### src/rtl/pack256_pkg.sv
// pack256_pkg -- shared constants and sizing helpers for the pack256 width packer.
//
// Contents:
//   OUT_W           packed word width (256 for this stage)
//   calc_nbeats()   beats per packed word for a given beat width
//   calc_beats_w()  width of the beats_o fill count for a given beat width
//   in_w_valid()    true when a beat width tiles OUT_W exactly with >= 2 beats
//
// Optional feature macro used by the files importing this package:
//   PACK256_MSB_FIRST_EN
package pack256_pkg;

   localparam int OUT_W = 256;

   function automatic int calc_nbeats(input int in_w);
      return OUT_W / in_w;
   endfunction

   // beats_o must be able to hold the full count NBEATS, not just NBEATS-1.
   function automatic int calc_beats_w(input int in_w);
      return $clog2(calc_nbeats(in_w) + 1);
   endfunction

   function automatic bit in_w_valid(input int in_w);
      return (in_w > 0) && ((OUT_W % in_w) == 0) && ((OUT_W / in_w) >= 2);
   endfunction

endpackage

### src/rtl/pack256_if.sv
// pack256_if -- beat-in / word-out bus of the pack256 width packer.
//
// Handshakes (both sides use the same rule):
//   a transfer happens on a rising clk edge where the valid signal and the
//   matching ready signal are both 1; the sender keeps its data and valid
//   stable until that edge, the receiver may change ready at any time.
//   Beat side: valid_i/ready_o with d_i, last_i.
//   Word side: valid_o/ready_i with d_o, beats_o.
//
// Modports:
//   master  the environment: beat source and word sink
//   slave   the packer itself
interface pack256_if #(
   parameter int IN_W = 32
);
   import pack256_pkg::*;

   localparam int BEATS_W = calc_beats_w(IN_W);

   logic [IN_W-1:0]    d_i;
   logic               valid_i;
   logic               last_i;
   logic               ready_o;
   logic [OUT_W-1:0]   d_o;
   logic               valid_o;
   logic               ready_i;
   logic [BEATS_W-1:0] beats_o;

   modport master (
      output d_i, valid_i, last_i, ready_i,
      input  ready_o, d_o, valid_o, beats_o
   );

   modport slave (
      input  d_i, valid_i, last_i, ready_i,
      output ready_o, d_o, valid_o, beats_o
   );

endinterface

### src/rtl/pack256_acc.sv
// pack256_acc -- lane accumulator, beat counter and completion detect.
//
// Ports:
//   clk, reset   clock, synchronous active-high reset
//   clear_i      synchronous discard of the partial word
//   accept       a beat is taken this cycle
//   last         the accepted beat closes the word early
//   beat         beat data
//   complete     this accept finishes a word (combinational)
//   word         accumulator merged with the current beat (combinational)
//   beats        fill count of word, beat_cnt+1 (combinational)
//
// Lane order: LSB lane first by default; with PACK256_MSB_FIRST_EN defined,
// beat k lands in lane NBEATS-1-k.
module pack256_acc
   import pack256_pkg::*;
#(
   parameter int IN_W = 32
) (
   input  logic                              clk,
   input  logic                              reset,
   input  logic                              clear_i,
   input  logic                              accept,
   input  logic                              last,
   input  logic [IN_W-1:0]                   beat,
   output logic                              complete,
   output logic [OUT_W-1:0]                  word,
   output logic [calc_beats_w(IN_W)-1:0]     beats
);

   localparam int NBEATS  = calc_nbeats(IN_W);
   localparam int CNT_W   = $clog2(NBEATS);
   localparam int BEATS_W = calc_beats_w(IN_W);
   localparam int SH_W    = $clog2(OUT_W);

   logic [OUT_W-1:0] acc;
   logic [CNT_W-1:0] beat_cnt;
   logic [CNT_W-1:0] lane;
   logic [SH_W-1:0]  shamt;

`ifdef PACK256_MSB_FIRST_EN
   assign lane = CNT_W'(NBEATS - 1) - beat_cnt;
`else
   assign lane = beat_cnt;
`endif

   // Unfilled lanes of acc are always 0, so OR-ing the shifted beat is a
   // lane write.
   assign shamt    = SH_W'(lane) * SH_W'(IN_W);
   assign word     = acc | (OUT_W'(beat) << shamt);
   assign complete = accept && (last || (beat_cnt == CNT_W'(NBEATS - 1)));
   assign beats    = BEATS_W'(beat_cnt) + BEATS_W'(1);

   always_ff @(posedge clk) begin
      if (reset || clear_i) begin
         acc      <= '0;
         beat_cnt <= '0;
      end else if (complete) begin
         acc      <= '0;
         beat_cnt <= '0;
      end else if (accept) begin
         acc      <= word;
         beat_cnt <= beat_cnt + CNT_W'(1);
      end
   end

endmodule

### src/rtl/pack256.sv
// pack256 -- packs IN_W-bit beats into 256-bit words for the capture latch.
//
// Ports:
//   clk      clock
//   reset    synchronous active-high reset
//   clear_i  synchronous flush-and-discard, same effect as reset
//   bus      pack256_if.slave: d_i/valid_i/last_i/ready_o beat side,
//            d_o/valid_o/ready_i/beats_o word side
//
// A word completes after NBEATS beats or on a beat with last_i; it appears on
// d_o one cycle after the completing accept and is held until ready_i.
// ready_o = !valid_o || ready_i, so a word can be replaced in the cycle it is
// consumed and beats stream with no bubble.
//
// Optional feature: PACK256_MSB_FIRST_EN reverses lane order (see pack256_acc).
module pack256
   import pack256_pkg::*;
#(
   parameter int IN_W = 32
) (
   input  logic     clk,
   input  logic     reset,
   input  logic     clear_i,
   pack256_if.slave bus
);

   localparam int BEATS_W = calc_beats_w(IN_W);

   if (!in_w_valid(IN_W)) begin : g_bad_in_w
      $error("pack256: IN_W must divide 256 with at least two beats per word");
   end

   logic               accept;
   logic               complete;
   logic [OUT_W-1:0]   word;
   logic [BEATS_W-1:0] beats;

   logic [OUT_W-1:0]   d_q;
   logic               valid_q;
   logic [BEATS_W-1:0] beats_q;

   assign bus.ready_o = !valid_q || bus.ready_i;
   assign accept      = bus.valid_i && bus.ready_o;

   pack256_acc #(
      .IN_W(IN_W)
   ) u_acc (
      .clk     (clk),
      .reset   (reset),
      .clear_i (clear_i),
      .accept  (accept),
      .last    (bus.last_i),
      .beat    (bus.d_i),
      .complete(complete),
      .word    (word),
      .beats   (beats)
   );

   // Output hold register. d_q/beats_q keep their last value after a
   // transfer; only valid_q falls.
   always_ff @(posedge clk) begin
      if (reset || clear_i) begin
         d_q     <= '0;
         beats_q <= '0;
         valid_q <= 1'b0;
      end else if (complete) begin
         d_q     <= word;
         beats_q <= beats;
         valid_q <= 1'b1;
      end else if (valid_q && bus.ready_i) begin
         valid_q <= 1'b0;
      end
   end

   assign bus.d_o     = d_q;
   assign bus.valid_o = valid_q;
   assign bus.beats_o = beats_q;

endmodule

### src/flat_wrapper.sv
// flat-port wrapper written by rule: the top's interface ports become plain ports
module pack256_flat import pack256_pkg::*;
#(
   parameter int IN_W = 32
)
  (clk, reset, clear_i, bus_d_i, bus_valid_i, bus_last_i, bus_ready_i, bus_ready_o, bus_d_o, bus_valid_o, bus_beats_o);
  pack256_if #(.IN_W(IN_W)) bus_i ();
  input  logic clk;
  input  logic reset;
  input  logic clear_i;
  input wire logic [$bits(bus_i.d_i)-1:0] bus_d_i;
  input wire logic [$bits(bus_i.valid_i)-1:0] bus_valid_i;
  input wire logic [$bits(bus_i.last_i)-1:0] bus_last_i;
  input wire logic [$bits(bus_i.ready_i)-1:0] bus_ready_i;
  output wire logic [$bits(bus_i.ready_o)-1:0] bus_ready_o;
  output wire logic [$bits(bus_i.d_o)-1:0] bus_d_o;
  output wire logic [$bits(bus_i.valid_o)-1:0] bus_valid_o;
  output wire logic [$bits(bus_i.beats_o)-1:0] bus_beats_o;
  assign bus_i.d_i = bus_d_i;
  assign bus_i.valid_i = bus_valid_i;
  assign bus_i.last_i = bus_last_i;
  assign bus_i.ready_i = bus_ready_i;
  assign bus_ready_o = bus_i.ready_o;
  assign bus_d_o = bus_i.d_o;
  assign bus_valid_o = bus_i.valid_o;
  assign bus_beats_o = bus_i.beats_o;
  pack256 #(.IN_W(IN_W)) u_core (.clk(clk), .reset(reset), .clear_i(clear_i), .bus(bus_i));
endmodule
### config.mk
export PLATFORM = sky130hd
export DESIGN_NAME = pack256_flat
export DESIGN_NICKNAME = d
export VERILOG_FILES = /design/src/rtl/pack256_pkg.sv /design/src/rtl/pack256_if.sv /design/src/rtl/pack256_acc.sv /design/src/rtl/pack256.sv /design/src/flat_wrapper.sv
export SDC_FILE = /design/constraint.sdc
export NUM_CORES = 1
export LEC_CHECK = 0
export CAP_MARGIN = 40
export CELL_PAD_IN_SITES_DETAIL_PLACEMENT = 1
export CELL_PAD_IN_SITES_GLOBAL_PLACEMENT = 2
export CORE_MARGIN = 5
export CORE_UTILIZATION = 31
export CTS_BUF_LIST = sky130_fd_sc_hd__clkbuf_4 sky130_fd_sc_hd__clkbuf_8
export DETAILED_ROUTE_END_ITERATION = 6
export GPL_ROUTABILITY_DRIVEN = 0
export HOLD_SLACK_MARGIN = 0.08
export PLACE_DENSITY_LB_ADDON = 0.1
export SYNTH_ARGS = -nofsm -noshare
export SYNTH_HDL_FRONTEND = slang
export SYNTH_HIERARCHICAL = 1
export SYNTH_SLANG_ARGS = --single-unit
### constraint.sdc
create_clock -name clk -period 1.7 [get_ports clk]
set_input_delay 0.34 -clock clk [delete_from_list [all_inputs] [get_ports clk]]
set_output_delay 0.34 -clock clk [all_outputs]
set_load 0.005 [all_outputs]
==> results.md, run 1 <==
- DRC: 0
- Critical Path Sink Type: flip-flop
- Sequential-to-total area share from yosys stat: 52.6%
- Critical R2R Launch: u_core/u_acc/beat_cnt[1]$_SDFFE_PP0P_
- Post-layout nets: 2463
- YS warnings: 6
- #FFs+latches synth: 520
- Synth Area per Inst: 9.54 um^2
- Met1 WL: 31100 um
- Worst EP arrival: 2.42 ns
- CTS sink count: 520
- Net Count, Synth: 2117
- Final period util: 107%
- Initial Util: 31.3%
- Worst R2R Path Depth: 7
- Critical path's largest stage delay: 0.40 ns
- Max Root-Sink Buffers: 3
- Port bufs: 299
- Final setup vio count: 319
- Uppermost layer routed: met5
- CP max FO: 13
- Fillers: 6983
- Max Cap Viol: 0
- Clock tree from TritonCTS: built
- Total Power: 26.6 mW
- H-tree levels: 3
- Slowest CP cell: or3_4
- Post-DP HPWL: 42800 um
- WL met3: 2670 um
- Relative slew slack: 67.1%
- Largest net degree at the start of global routing: 56
- Hold endpoint: u_core/bus.valid_o$_SDFFE_PP0P_
- Hold path startpoint: bus_ready_i
- Final setup TNS: -16.49 ns
- Clock Latency Late Sink: 0.66 ns
- Tot GR Track Use: 17.9%
- Site row count: 92
- Status: finished, violations left
- Pre-CTS setup slack: -0.507 ns
- Min-Delay Path Class: in -> reg
- Commonest non-fill, non-tap cells in the layout: dfxtp_1 (443), nor2_1 (407), mux2i_1 (260)
- Final Max Slew Viols: 0
- Initial antenna violation count: 5
- Final min period: 1.82 ns
- Die area: 0.0691 mm^2
- Top Ports: 300
- Die X: 263 um
- Core area: 0.0632 mm^2
- CP required: 2.30 ns
- Met2 wire length: 31400 um
- CP Class: reg -> reg
- Vias in the first global route: 16590
- Reg2reg setup slack: -0.12 ns
- DR WL/cell: 19.8 um
- Finished Layout Cells: 3345
- CTS Buf Count: 92
- TritonRoute pass-1 iters: 4
- CTS Root Cell: clkbuf_8
- Cell Pwr Density: 974 mW/mm^2
- Final Skew: 0.0249 ns
- Final core utilization: 43.2%
- WL final: 66300 um
- Fin. Hold Viols: 0
- Placed Cells incl. Taps: 3144
- Routed Antenna Nets: 0
- Slew @ Worst Pin: 0.494 ns
- Top achievable clock speed: 549 MHz
- Via density per instance: 4.72
- Vias: 15775
- Die Ht: 263 um
- Worst setup SP type: flip-flop
- Crit-path cells: ha_4, ha_4, o21a_4, or3_4, buf_12, clkbuf_16, nor2_1
- Most used cell, CP: ha_4
- Setup slack after layout: -0.120 ns
- Yosys cell types: 23
- First-pass GRT wire length: 99200 um
- Layout area overhead: 37.9%
- Commonest non-fill, non-tap cell in the layout: dfxtp_1
- RSZ-0062 raised after global routing: yes
- Ratio of cells with drive above 1 in the final layout: 21.8%
- GRT overflow: 0
- Violated checks: setup timing
- Initial drt markers: 599
- Clock edge transition at the registers on the reported setup and hold paths: 0.06 ns
- Mapped Area: 0.0198 mm^2
- Mapped Cells: 2077
- Hold Crit Depth: 4
- Leakage Power: 13.1 nW
- VDD IR max: 0.630 mV
- RR Endpoint: u_core/u_acc/acc[1]$_SDFFE_PP0P_
==> repair_timing <==
action | in CTS | in global routing
endpoints found under the setup margin | 538 | 498
gates resized for setup | 426 | 136
hold endpoints to repair | 0 | 0
hold buffers | 0 | 0
buffers inserted | 7 | 0
gates cloned | 8 | 18
pin swaps | 41 | 25
==> logic make-up (layout without fill, tap and decap cells) <==
group	count (synthesis)	count (layout)	synth area share, %
AND/OR/NAND/NOR	563	563	11.3
buffers and inverters	215	632	6.47
multiplexers	262	262	13.2
AO/OA/AOI/OAI	514	514	16.2
adder cells (fa/ha/maj)	2	2	0.126
other	0	5	0
flip-flops	520	520	52.6
XOR/XNOR	1	1	0.0442
==> sequential cells by signal (all words and copies together), names as in the netlist <==
name / cells
u_core/u_acc/beat_cnt: 3
u_core/u_acc/acc: 256
u_core/bus.valid_o: 1
u_core/bus.d_o: 256
u_core/bus.beats_o: 4
==> synthesized netlist by cell type <==
cell type / instances / area [um^2]
buf_6: 48 / 541
clkbuf_1: 72 / 270
inv_1: 2 / 7.51
nor3_4: 1 / 16.3
and3b_1: 3 / 26.3
mux2i_1: 262 / 2620
and2_0: 5 / 31.3
nor2_1: 519 / 1950
nand2b_1: 1 / 6.26
o21a_1: 1 / 7.51
a21o_1: 256 / 1920
a21oi_1: 257 / 1290
or3_1: 1 / 6.26
buf_2: 31 / 155
ha_1: 2 / 25.0
buf_1: 42 / 158
nor3b_1: 3 / 22.5
and2_1: 28 / 175
dfxtp_1: 520 / 10400
xnor2_1: 1 / 8.76
or2_1: 1 / 6.26
and3_1: 1 / 6.26
buf_4: 20 / 150
==> how the worst max path moves through the flow <==
stage / from / endpoint / slack (ns) / cells after the start
2_1_floorplan: bus_ready_i / u_core/u_acc/acc[160]$_SDFFE_PP0P_ / 0.01 / 9
3_3_place_gp: bus_ready_i / u_core/u_acc/acc[141]$_SDFFE_PP0P_ / -0.48 / 7
3_5_place_dp: bus_ready_i / u_core/u_acc/acc[130]$_SDFFE_PP0P_ / -0.51 / 7
4_1_cts: u_core/u_acc/beat_cnt[0]$_SDFFE_PP0P_ / u_core/u_acc/acc[166]$_SDFFE_PP0P_ / -0.19 / 7
5_1_grt: u_core/u_acc/beat_cnt[1]$_SDFFE_PP0P_ / u_core/u_acc/acc[1]$_SDFFE_PP0P_ / -0.17 / 7
6_report: u_core/u_acc/beat_cnt[1]$_SDFFE_PP0P_ / u_core/u_acc/acc[1]$_SDFFE_PP0P_ / -0.12 / 7
==> per-layer routing <==
metal / vias to the layer above / GRT usage (%)
met5: - / 0
met4: 2 / 4.93
met3: 81 / 3.84
met2: 281 / 29.8
met1: 7758 / 23.5
li1: 7653 / -
==> layout make-up <==
class | count | area, um^2 | area share (%)
inverters | 2 | 7.51 | 0.0275
repair buffers | 465 | 4980 | 18.2
clock buffers | 156 | 1940 | 7.11
diodes | 5 | 12.5 | 0.0458
well taps | 846 | 1060 | 3.88
clock inverters | 9 | 83.8 | 0.307
multi-input cells | 1342 | 8700 | 31.9
flip-flops and latches | 520 | 10500 | 38.5
==> per-stage QoR <==
step / cell area (um^2) / hold WS, ns
final: 27300 / 0.447
after detailed placement: 24200 / 0.458
after floorplan: 19800 / 0.439
after global routing: 27300 / 0.416
after CTS: 26500 / 0.366
after global placement: 24200 / 0.447
==> where the power goes <==
| group | switching (mW) | leakage, nW | internal [mW] |
|---|---|---|---|
| logic | 1.01 | 7.77 | 0.819 |
| clock network | 5.20 | 1.07 | 7.30 |
| registers | 0.0324 | 4.23 | 12.2 |
==> worst max-delay path: cells and delay by family (launching register included) <==
kind	cells	cell delay, ns
and+or+nand+nor	2	0.51
buffers and inverters	2	0.38
DFF	1	0.34
adders and majority gates	2	0.31
AOI/OAI and AO/OA	1	0.19
(Power assumes the default switching activity.)
==> run 2, diff against run 1 <==
Settings changed: SLEW_MARGIN set to 5.
==> results of run 2 <==
No change in the layout: final DEF, timing and power equal those of run 1.
==> run 3, diff against run 2 <==
Settings changed: CORE_MARGIN 5 to unset.
==> results.md, run 3 (synthesis results as in run 1) <==
- Status: finished, violations left
- Violated checks: setup timing
- GRT overflow: 0
- Most used cell, CP: ha_4
- Combinational share of power: 8.4%
- CP Class: reg -> reg
- Final min period: 1.88 ns
- Fin. Hold Viols: 0
- Max Root-Sink Buffers: 3
- Final period util: 111%
- Design area: 0.0289 mm^2
- Final setup TNS: -34.00 ns
- Max Cap Viol: 0
- Die X: 255 um
- CP max FO: 7
- Final core utilization: 45.9%
- Commonest non-fill, non-tap cell in the layout: dfxtp_1
- RSZ-0062 raised after global routing: yes
- Worst hold slack: 0.463 ns
- Min-Delay Path Class: in -> reg
- Initial antenna violation count: 2
- Port bufs: 299
- Final Skew: 0.0123 ns
- CTS Root Cell: clkbuf_8
- Via density per instance: 4.78
- Top Family by Delay on Critical Path: simple AND/OR/NAND/NOR gates
- Setup slack after layout: -0.180 ns
- TritonRoute pass-1 iters: 5
- Final setup vio count: 464
- Initial Util: 31.4%
- Top achievable clock speed: 532 MHz
- Layout area overhead: 46.1%
- Initial drt markers: 646
- Net Switching: 6.48 mW
- Flop pwr share: 45.7%
- Buf+Inv Stages, Crit Path: 3
- Core area: 0.0631 mm^2
- Clock edge transition at the registers on the reported setup and hold paths: 0.06 ns
- Cell internal pwr: 20.4 mW
- Top Ports: 300
- Tot GR Track Use: 20.4%
- DRC: 0
- Site row count: 92
- Slowest CP cell: or3_4
- Worst EP arrival: 2.49 ns
- Worst setup SP type: flip-flop
- CP required: 2.31 ns
- Relative slew slack: 75.6%
- Post-layout nets: 2510
- Cell Area, Placed: 0.0243 mm^2
- Routed Antenna Nets: 0
- Net switching fraction of the power: 24.1%
- Die Ht: 255 um
- Post-DP HPWL: 41500 um
- Slew @ Worst Pin: 0.364 ns
- Largest net degree at the start of global routing: 45
- Critical Path Sink Type: flip-flop
- H-tree levels: 3
- CTS sink count: 520
- Clock tree from TritonCTS: built
- Die area: 0.0649 mm^2
- VDD IR max: 0.465 mV
- Vias in the first global route: 16785
- First-pass GRT wire length: 101000 um
- Clock Latency Late Sink: 0.67 ns
- DR WL/cell: 20.7 um
- Clk pwr share: 45.9%
- Cell Pwr Density: 928 mW/mm^2
- CTS Buf Count: 95
- Commonest non-fill, non-tap cells in the layout: dfxtp_1 (423), nor2_1 (344), a21o_1 (256)
- WL final: 69900 um
- Final Max Slew Viols: 0
- Critical path's largest stage delay: 0.41 ns
- Crit-path cells: ha_4, ha_4, o21a_4, buf_4, or3_4, buf_12, clkbuf_16, nor2_4
- Vias: 16191
- Ratio of cells with drive above 1 in the final layout: 27.7%
- Leakage Power: 13.5 nW
run 3: tightest hold or removal path, stage by stage:
cell and delay, ns:
clkdlybuf4s50_1 0.50, a21o_1 0.12, mux2i_1 0.06, nor2_1 0.08
run 3: area by class of cell:
type / count / area, um^2
multi-input combinational: 1343 / 9420
tap: 846 / 1060
clock inverter: 9 / 81.3
antenna: 2 / 5.00
timing repair buffer: 508 / 5930
sequential: 520 / 10500
clock buffer: 156 / 1880
fill: 6975 / 34100
inverter: 2 / 7.51
run 3: repair_timing:
action | 4_1_cts | 5_1_grt
setup buffers | 21 | 7
pin swaps | 142 | 54
setup endpoints to repair | 510 | 525
gates resized for setup | 556 | 248
cloned | 26 | 17
endpoints found under the hold margin | 0 | 0
hold buffers | 0 | 0
run 3: routing by layer:
layer | wire length (um) | GRT usage (%) | up-vias | share of wire (%)
met5 | 13 | 0 | - | 0.019
met4 | 1570 | 6.04 | 2 | 2.2
met3 | 2420 | 3.62 | 113 | 3.5
met2 | 33800 | 34.5 | 305 | 48
met1 | 32200 | 26.5 | 8003 | 46
li1 | - | - | 7768 | -
run 3: power groups by stage:
| stage | Combinational, mW | Sequential, mW | Clock (mW) |
|---|---|---|---|
| final | 2.26 | 12.3 | 12.3 |
| after global routing | 2.39 | 12.3 | 13.3 |
| after CTS | 2.01 | 12.3 | 12.7 |
| after detailed placement | 1.60 | 12.5 | 0 |
| after global placement | 1.59 | 12.5 | 0 |
| after floorplan | 0.985 | 12.5 | 0 |
run 3: stage by stage:
step | worst slack (ns) | power (mW) | instances
global route | -0.207 | 28.0 | 3385
global placement | -0.493 | 14.1 | 3153
CTS | -0.203 | 27.0 | 3365
detailed placement | -0.535 | 14.1 | 3153
finish | -0.180 | 26.9 | 3386
floorplan | 0.0106 | 13.5 | 2077
run 3: path summary, 6_finish.rpt:
path	startpoint	endpoint	slack [ns]	cells past startpoint
max	u_core/u_acc/beat_cnt[1]$_SDFFE_PP0P_	u_core/u_acc/acc[211]$_SDFFE_PP0P_	-0.18	8
min	bus_d_i[9]	u_core/bus.d_o[169]$_SDFFE_PP0P_	0.46	4
max reg2reg	u_core/u_acc/beat_cnt[1]$_SDFFE_PP0P_	u_core/u_acc/acc[211]$_SDFFE_PP0P_	-0.18	8
min reg2reg	u_core/u_acc/acc[173]$_SDFFE_PP0P_	u_core/u_acc/acc[173]$_SDFFE_PP0P_	0.47	2
